$ cat config.mk
export PLATFORM = sky130hd
export DESIGN_NAME = midi_voice_allocator
export DESIGN_NICKNAME = d
export VERILOG_FILES = /design/src/rtl/midi_voice_allocator.sv
export SDC_FILE = /design/constraint.sdc
export NUM_CORES = 1
export LEC_CHECK = 0
export ABC_AREA = 1
export BUFFER_PORTS_ARGS = -buffer_cell sky130_fd_sc_hd__buf_2
export CORE_ASPECT_RATIO = 1.1
export CORE_UTILIZATION = 30
export CTS_BUF_LIST = sky130_fd_sc_hd__clkbuf_16
export CTS_CLUSTER_SIZE = 24
export DETAILED_ROUTE_END_ITERATION = 7
export GPL_ROUTABILITY_DRIVEN = 0
export HOLD_SLACK_MARGIN = 0.1
export PLACE_DENSITY = 0.62
export SETUP_SLACK_MARGIN = 0.05
export SLEW_MARGIN = 20
export SYNTH_ARGS = -nofsm -noshare
export SYNTH_HDL_FRONTEND = slang
export SYNTH_SLANG_ARGS = --single-unit
export TNS_END_PERCENT = 1
$ cat constraint.sdc
create_clock -name clk_i -period 12.8 [get_ports clk_i]
set_clock_uncertainty 0.1 [all_clocks]
set_input_delay 2.56 -clock clk_i [delete_from_list [all_inputs] [get_ports clk_i]]
set_output_delay 2.56 -clock clk_i [all_outputs]
set_load 0.05 [all_outputs]
$ cat src/rtl/midi_voice_allocator.sv
// MIDI Note On/Off and All Notes Off parser driving an 8-voice pitch/level allocator.
// Define VOICE_STEAL_EN to steal voices round-robin when all 8 are busy.
module midi_voice_allocator #(
  parameter int unsigned CHANNEL = 0
) (
  input  logic             clk_i,
  input  logic             rst_ni,
  input  logic [7:0]       midi_data_i,
  input  logic             midi_valid_i,
  output logic             midi_ready_o,
  output logic [7:0][31:0] frequencies_o,
  output logic [7:0][31:0] voice_volumes_o,
  output logic [7:0]       voice_active_o
);

  localparam int unsigned NumVoices = 8;

  typedef enum logic [1:0] {StWaitStatus, StWaitD1, StWaitD2, StApply} state_e;

  state_e     state_q, state_d;
  logic       ready_q, ready_d;
  logic [7:0] status_q, status_d;
  logic       rs_valid_q, rs_valid_d;
  logic [6:0] d1_q, d1_d, d2_q, d2_d;

  logic [NumVoices-1:0][31:0] freq_q, freq_d;
  logic [NumVoices-1:0][6:0]  vol_q, vol_d;
  logic [NumVoices-1:0][6:0]  key_q, key_d;
  logic [NumVoices-1:0]       active_q, active_d;

  logic xfer, is_rt, is_sys, is_status, one_byte, relevant;

  assign xfer      = midi_valid_i & ready_q;
  assign is_rt     = midi_data_i >= 8'hF8;
  assign is_sys    = (midi_data_i[7:4] == 4'hF) & ~midi_data_i[3];
  assign is_status = midi_data_i[7] & (midi_data_i[7:4] != 4'hF);
  assign one_byte  = (status_q[7:4] == 4'hC) || (status_q[7:4] == 4'hD);
  assign relevant  = (status_q[3:0] == CHANNEL[3:0]) &&
                     ((status_q[7:4] == 4'h8) || (status_q[7:4] == 4'h9) ||
                      (status_q[7:4] == 4'hB));

  // State and parser registers
  always_ff @(posedge clk_i or negedge rst_ni) begin
    if (!rst_ni) begin
      state_q    <= StWaitStatus;
      ready_q    <= 1'b1;
      status_q   <= '0;
      rs_valid_q <= 1'b0;
      d1_q       <= '0;
      d2_q       <= '0;
    end else begin
      state_q    <= state_d;
      ready_q    <= ready_d;
      status_q   <= status_d;
      rs_valid_q <= rs_valid_d;
      d1_q       <= d1_d;
      d2_q       <= d2_d;
    end
  end

  // Next-state: realtime bytes fall through with nothing touched
  always_comb begin
    state_d    = state_q;
    status_d   = status_q;
    rs_valid_d = rs_valid_q;
    d1_d       = d1_q;
    d2_d       = d2_q;
    if (state_q == StApply) begin
      state_d = StWaitD1;
    end else if (xfer && !is_rt) begin
      if (is_sys) begin
        rs_valid_d = 1'b0;
        state_d    = StWaitStatus;
      end else if (is_status) begin
        status_d   = midi_data_i;
        rs_valid_d = 1'b1;
        state_d    = StWaitD1;
      end else if (state_q == StWaitD2) begin
        d2_d    = midi_data_i[6:0];
        state_d = relevant ? StApply : StWaitD1;
      end else if (rs_valid_q) begin
        d1_d    = midi_data_i[6:0];
        state_d = one_byte ? StWaitD1 : StWaitD2;
      end
    end
  end

  // Outputs
  always_comb begin
    ready_d        = (state_d != StApply);
    midi_ready_o   = ready_q;
    frequencies_o  = freq_q;
    voice_active_o = active_q;
    for (int j = 0; j < NumVoices; j++) begin
      voice_volumes_o[j] = {25'd0, vol_q[j]};
    end
  end

  // Key to Hz: octave by compare chain, semitone ROM, barrel shift
  logic [7:0]  kk;
  logic [3:0]  oct, semi;
  logic [13:0] base;
  logic [31:0] note_freq;

  always_comb begin
    kk  = 8'(d1_q) + 8'd4;
    oct = '0;
    for (int i = 1; i <= 10; i++) begin
      if (kk >= 8'(12 * i)) oct = 4'(i);
    end
    semi = 4'(kk - 8'(12 * oct));
    unique case (semi)
      4'd0:    base = 14'd6645;
      4'd1:    base = 14'd7040;
      4'd2:    base = 14'd7459;
      4'd3:    base = 14'd7902;
      4'd4:    base = 14'd8372;
      4'd5:    base = 14'd8870;
      4'd6:    base = 14'd9397;
      4'd7:    base = 14'd9956;
      4'd8:    base = 14'd10548;
      4'd9:    base = 14'd11175;
      4'd10:   base = 14'd11840;
      4'd11:   base = 14'd12544;
      default: base = 14'd0;
    endcase
    note_freq = 32'(base) >> (4'd10 - oct);
  end

  logic       hit_found, free_found;
  logic [2:0] hit_idx, free_idx;

  always_comb begin
    hit_found  = 1'b0;
    free_found = 1'b0;
    hit_idx    = '0;
    free_idx   = '0;
    for (int j = NumVoices - 1; j >= 0; j--) begin
      if (active_q[j] && (key_q[j] == d1_q)) begin
        hit_found = 1'b1;
        hit_idx   = 3'(j);
      end
      if (!active_q[j]) begin
        free_found = 1'b1;
        free_idx   = 3'(j);
      end
    end
  end

`ifdef VOICE_STEAL_EN
  logic [2:0] steal_ptr_q, steal_ptr_d;

  always_ff @(posedge clk_i or negedge rst_ni) begin
    if (!rst_ni) steal_ptr_q <= '0;
    else         steal_ptr_q <= steal_ptr_d;
  end
`endif

  always_comb begin
    freq_d   = freq_q;
    vol_d    = vol_q;
    key_d    = key_q;
    active_d = active_q;
`ifdef VOICE_STEAL_EN
    steal_ptr_d = steal_ptr_q;
`endif
    if (state_q == StApply) begin
      unique case (status_q[7:4])
        4'h8, 4'h9: begin
          if ((status_q[7:4] == 4'h9) && (d2_q != '0)) begin
            if (hit_found) begin
              vol_d[hit_idx] = d2_q;
            end else if (free_found) begin
              freq_d[free_idx]   = note_freq;
              vol_d[free_idx]    = d2_q;
              key_d[free_idx]    = d1_q;
              active_d[free_idx] = 1'b1;
            end
`ifdef VOICE_STEAL_EN
            else begin
              freq_d[steal_ptr_q] = note_freq;
              vol_d[steal_ptr_q]  = d2_q;
              key_d[steal_ptr_q]  = d1_q;
              steal_ptr_d         = steal_ptr_q + 3'd1;
            end
`endif
          end else if (hit_found) begin
            active_d[hit_idx] = 1'b0;
            vol_d[hit_idx]    = '0;
          end
        end
        4'hB: begin
          if (d1_q == 7'd123) begin
            active_d = '0;
            vol_d    = '0;
          end
        end
        default: ;
      endcase
    end
  end

  always_ff @(posedge clk_i or negedge rst_ni) begin
    if (!rst_ni) begin
      freq_q   <= {NumVoices{32'd440}};
      vol_q    <= '0;
      key_q    <= '0;
      active_q <= '0;
    end else begin
      freq_q   <= freq_d;
      vol_q    <= vol_d;
      key_q    <= key_d;
      active_q <= active_d;
    end
  end

endmodule

# --- Word-level counts from Yosys, hierarchy flattened ---
# Memory sizes are Yosys's and may differ from the RTL's.
# Cells that the tools add are included.
word_totals:
  memories: 1
  rom_bits: 224
  out_inout_bits: 521
  ff_bits: 402
  wordCells: 196
  inputBits: 11
mem_list:
  columns: ["memory", "words", "word_bits", "read_ports", "rd_clocked_by_memory_dff", "write_ports", "line_no", "text"]
  rows:
  - ["(name not given)", 16, 14, 1, 0, 0, "112", "unique case (semi)"]
op_classes:
  n_lt_le_gt_ge: 15
  n_reduce_logical: 29
  n_bitwise: 14
  mul: 1
  mux: 78
  shift: 1
  eq_ne: 23
  add_sub_neg: 3
op_table:
  columns: ["cell", "n"]
  rows:
  - ["$mux W56", 5]
  - ["$bwmux W256", 1]
  - ["$bwmux W56", 3]
  - ["$pmux W56 S2", 1]
  - ["$demux W32 S3", 1]
  - ["$and A56 B56 Y56", 1]
  - ["$eq A7 B7 Y1", 8]
  - ["$not A56 Y56", 1]
  - ["$mux W3", 16]
  - ["$demux W7 S3", 2]
  - ["$ge A8 B7 Y1 const B", 5]
  - ["$mux W8", 5]
  - ["$mux W4", 9]
  - ["$mux W32", 1]
  - ["$shr A14 B4 Y32", 1]
  - ["$eq A4 B4 Y1 const B", 6]
  - ["$ge A8 B6 Y1 const B", 3]
  - ["$mux W1", 21]
  - ["$mux W2", 8]
  - ["$pmux W8 S2", 1]
  - ["$reduce_and A5 Y1", 3]
  - ["$mux W7", 2]
  - ["$logic_and A1 B1 Y1", 13]
  - ["$reduce_and A6 Y1", 2]
  - ["29 further kinds", 45]

# --- Depth between registers and ports, before layout ---
depth:
  word_depth: 19
  mapped_depth: 36
  ltp_nobuf: 34

# --- Worst setup path after synthesis ---
# No wires, ideal clock.
synth_timing:
  path_kind: "reg2reg"
  from: "register d1_q[2]"
  to: "register freq_q, in the netlist frequencies_o[0]"
  setup_ns: 0.066
  setup_slack_ns: 8.391
  period_less_slack_ns: 4.409
  t_required_ns: 12.634
  path_stages_with_launch: 35
  path_buffers: 3
  arrival_time_ns: 4.243
  cell_sequence: "dfrtp_1 -> buf_6 -> inv_2 -> clkbuf_1 -> ha_1 -> nand3_1 -> nand3_1 -> nor2_1 -> o21ai_1 -> nand2_1 -> nand2_1 -> nand2_1 -> nand2_1 -> nand2_1 -> nand2_1 -> nand2_2 -> nand2_4 -> inv_4 -> buf_6 -> ha_1 -> xor2_1 -> or2_2 -> nand2_1 -> inv_2 -> nor2_1 -> o21ai_0 -> o311ai_0 -> nand3_1 -> nand3_1 -> nand2_1 -> inv_1 -> nand2_1 -> nand2_2 -> nand2_1 -> nand2_1"
synth_via:
  elab_chain_len: 17
  elab_cells_between_ends: 53
  cone_classes: "add/sub: 3; mul: 1; order compare: 10; eq/ne: 8; shift: 1; mux: 19; bitwise: 1; reduce/logical: 9; memory: 1"
synth_lines:
  columns: ["item", "line_no", "text"]
  rows:
  - ["from (decl)", "24", "logic [6:0] d1_q, d1_d, d2_q, d2_d;"]
  - ["from (signal assigned)", "49", "d1_q <= '0;"]
  - ["from (signal assigned)", "56", "d1_q <= d1_d;"]
  - ["$add A7 B3 Y8", "106", "kk = 8'(d1_q) + 8'd4;"]
  - ["$ge A8 B4 Y1", "109", "if (kk >= 8'(12 * i)) oct = 4'(i);"]
  - ["$mux W1", "109", null]
  - ["$mux W4 (9 in a row)", "109", null]
  - ["$mul A2 B4 Y2", "111", "semi = 4'(kk - 8'(12 * oct));"]
  - ["$sub A4 B4 Y4", "111", null]
  - ["$mem_v2 Z16 W14", null, null]
  - ["$shr A14 B4 Y32", "127", "note_freq = 32'(base) >> (4'd10 - oct);"]
  - ["$bwmux W256", "174", "freq_d[free_idx] = note_freq;"]
  - ["to (signal assigned)", "205", "freq_q <= {NumVoices{32'd440}};"]
  - ["to (signal assigned)", "210", "freq_q <= freq_d;"]
  - ["to (decl)", "26", "logic [NumVoices-1:0][31:0] freq_q, freq_d;"]
# Parallel ways exist; a longest one is shown, timed or not.
# A chain may end at the register's enable or synchronous reset.

# --- Worst setup path in the final report ---
layout_timing:
  from: "register d1_q[3]"
  to: "register freq_q, in the netlist frequencies_o[0]"
# Same word-level chain as after synthesis.

==> impl_metrics.tcl <==
set metrics [dict create \
    status "completed" \
    clock-root-buffer "clkbuf_16" \
    cpMostUsedCell "nand2_1" \
    ys_seq_area_share_pct 40.6 \
    cts_made_buffers 31 \
    grt_max_degree 172 \
    grt_overflow_total 0 \
    finalHoldViolCount 0 \
    numClockSinks 258 \
    cp_slowest_stage_delay_ns 0.76 \
    synth_compound_area_share_pct 14.2 \
    r2r_cells 31 \
    cts.path.max_buffers 3 \
    post_cts_buffers 0 \
    rr_endpoint "frequencies_o[0]" \
    critPathSlowestCell "dfrtp_1" \
    period_needed_ns 5.88 \
    finalSetupTns_ns 0 \
    rsz0062_at_grt "no" \
    wire_per_inst_um 15.0 \
    startpoint "d1_q[3]" \
    max_freq_ghz 0.170 \
    muxShareOfSynthArea_pct 0 \
    critical_path.max_fanout 19 \
    combPwrFrac_pct 62.0 \
    r2r_start "d1_q[3]" \
    die_h_um 244 \
    async_reset_ff_share_pct 100 \
    first_global_vias 11100 \
    internal_power_w 0.00224 \
    arrival_ns 6.30 \
    netSwitchingFraction_pct 57.1 \
    syn_inst 2013 \
    grt_antenna_before_repair 0 \
    track_usage_pct 15.2 \
    ys_ff_latch 258 \
    coreArea_um2 52600 \
    syn_area_um2 16000 \
    die_area_um2 54300 \
    hold_class "reg -> reg" \
    endpoint "frequencies_o[0]" \
    p_leak_nw 8.90 \
    fp.dieW_um 222 \
    synth_top_family_by_area "buffers and inverters" \
    tightest_slew_ns 0.997 \
    ir_drop_mv 0.240 \
    drive_above_1_share_pct 17.3 \
    synth_adder_area_share_pct 0.937 \
    synth_area_leaders "dfrtp_1 (34%), buf_4 (16%), nand2_1 (11%)" \
    startpoint_type "flop" \
    final_common_cell "nand2_1" \
    diodes 0 \
    synth_ff_type "dfrtp_1" \
    maxCapViolations 0 \
    num_vias 12600 \
    critical_path_class "reg -> reg" \
    clock_power_share_pct 17.1 \
    syn_avg_cell_area_um2 7.96 \
    synthToLayoutAreaGrowth_pct 7.42 \
    seqPwrFrac_pct 20.9 \
    fin_crit_sh_pct 46.0 \
    setup_violations 0 \
    required_ns 13.22 \
    slew_headroom_pct 33.5 \
    dpl_cell_area_um2 16200 \
    io_buffers 187 \
    cts_resized 0 \
    firstDrtPassIters 5 \
    ys_types 63 \
    grt_pass1_wl_mm 65.1 \
    synthSimpleGateAreaFrac_pct 20.3 \
    clkTransAtPathRegs_ns 0.06 \
    hpwlAfterDp_mm 30.5 \
    htreeDepth 1 \
    cts_tree "done" \
    num-nets-final 2189 \
    worst-r2r-setup-slack_ns 6.92 \
    final_cell_mix "nand2_1 (475), conb_1 (344), dfrtp_1 (216), o21ai_0 (213), buf_2 (186)" \
    synth-edff-count 0 \
    yosys.area.top_type "dfrtp_1" \
    fin_area_um2 17200 \
    yosys_warnings 0 \
    switchingPower_w 0.00298 \
    synth_xor_area_share_pct 1.48 \
    slew_viol_final 0 \
    power_density_nw_per_um2 303 \
    holdBufCountCts 0 \
    drc 0 \
    vias_per_cell 4.39 \
    cp-end-kind "flop" \
    initial_core_util_pct 30.4 \
    clk_latency_ns 0.61 \
    std_cell_rows 88 \
    drt_wl_total_mm 42.9 \
    yosysTopAreaCellShare_pct 33.9 \
    first_iter_violations 928 \
    ant_nets 0 \
    ios 532 \
]
==> metrics by stage <==
stage	util (%)	instances	power (W)	hold slack (ns)	setup WS, ns
2_1_floorplan	-	2356	0.00366	0.334	8.39
3_3_place_gp	30.7	2808	0.00431	0.351	6.77
3_5_place_dp	30.7	2808	0.00431	0.356	6.72
4_1_cts	32.7	2866	0.00523	0.368	6.69
5_1_grt	32.7	2866	0.00560	0.383	6.29
6_report	32.7	2866	0.00522	0.366	6.92
==> cell type report <==
type | count | area [um2]
multi-input cells | 1522 | 7200
inverters | 154 | 581
clock inverters | 27 | 254
well taps | 675 | 845
repair buffers | 199 | 1050
fillers | 5617 | 35400
clock buffers | 31 | 776
flip-flops and latches | 258 | 6510
==> metal layers <==
| layer | up-vias | GRT usage [%] | routed length (um) |
|---|---|---|---|
| met1 | 5895 | 19.9 | 18500 |
| li1 | 6175 | - | - |
| met5 | - | 0 | 0 |
| met3 | 81 | 2.57 | 2480 |
| met2 | 432 | 24.8 | 20400 |
| met4 | 0 | 5.84 | 1500 |
==> state kept, by name, indices dropped and copies added (netlist names) <==
| signal | cells |
|---|---|
| rs_valid_q | 1 |
| state_q | 2 |
| voice_active_o | 8 |
| status_q | 8 |
| key_q | 56 |
| midi_ready_o | 1 |
| d2_q | 7 |
| frequencies_o | 112 |
| d1_q | 7 |
| voice_volumes_o | 56 |
==> synthesized netlist by cell type (19+ instances only) <==
| library cell | n |
|---|---|
| nor2_1 | 77 |
| clkbuf_1 | 43 |
| dfrtp_1 | 217 |
| o21ai_1 | 74 |
| buf_4 | 348 |
| nand2_1 | 475 |
| a21oi_1 | 35 |
| inv_1 | 135 |
| nand2_2 | 19 |
| o21ai_0 | 213 |
| dfstp_2 | 41 |
| nand3_1 | 107 |
==> critical path, delay by kind of cell, from the launching register on <==
family / cells / cell delay, ns
AND/OR/NAND/NOR: 21 / 2.53
adder cells (fa/ha/maj): 2 / 1.07
flip-flops: 1 / 0.76
buffers and inverters: 4 / 0.74
AO/OA/AOI/OAI: 3 / 0.45
XOR/XNOR: 1 / 0.14
==> how the worst min path moves through the flow <==
stage                                  from  slack [ns]                end  depth (start not counted)
after floorplan                 status_q[7]        0.33        status_q[7]                          2
after global placement          status_q[7]        0.35        status_q[7]                          2
after detailed placement        status_q[7]        0.36        status_q[7]                          2
after CTS                 frequencies_o[40]        0.37  frequencies_o[40]                          2
after global routing            status_q[7]        0.38        status_q[7]                          2
final                      frequencies_o[8]        0.37   frequencies_o[8]                          2
==> power by group through the flow <==
stage | Combinational (W) | Sequential (W) | Clock [W]
after global placement | 0.00321 | 0.00110 | 0
after global routing | 0.00354 | 0.00111 | 0.000956
after CTS | 0.00322 | 0.00109 | 0.000922
after detailed placement | 0.00321 | 0.00110 | 0
after floorplan | 0.00233 | 0.00133 | 0
final | 0.00323 | 0.00109 | 0.000894
==> cell families (layout without fill, tap and decap cells) <==
group / after synthesis / count (layout)
buf+inv: 576 / 411
simple gates: 744 / 744
flops: 258 / 258
other cells: 1 / 344
xor+xnor: 27 / 27
fa+ha+maj: 12 / 12
compound gates: 395 / 395
Note: power is estimated with default switching activity, not from simulation.
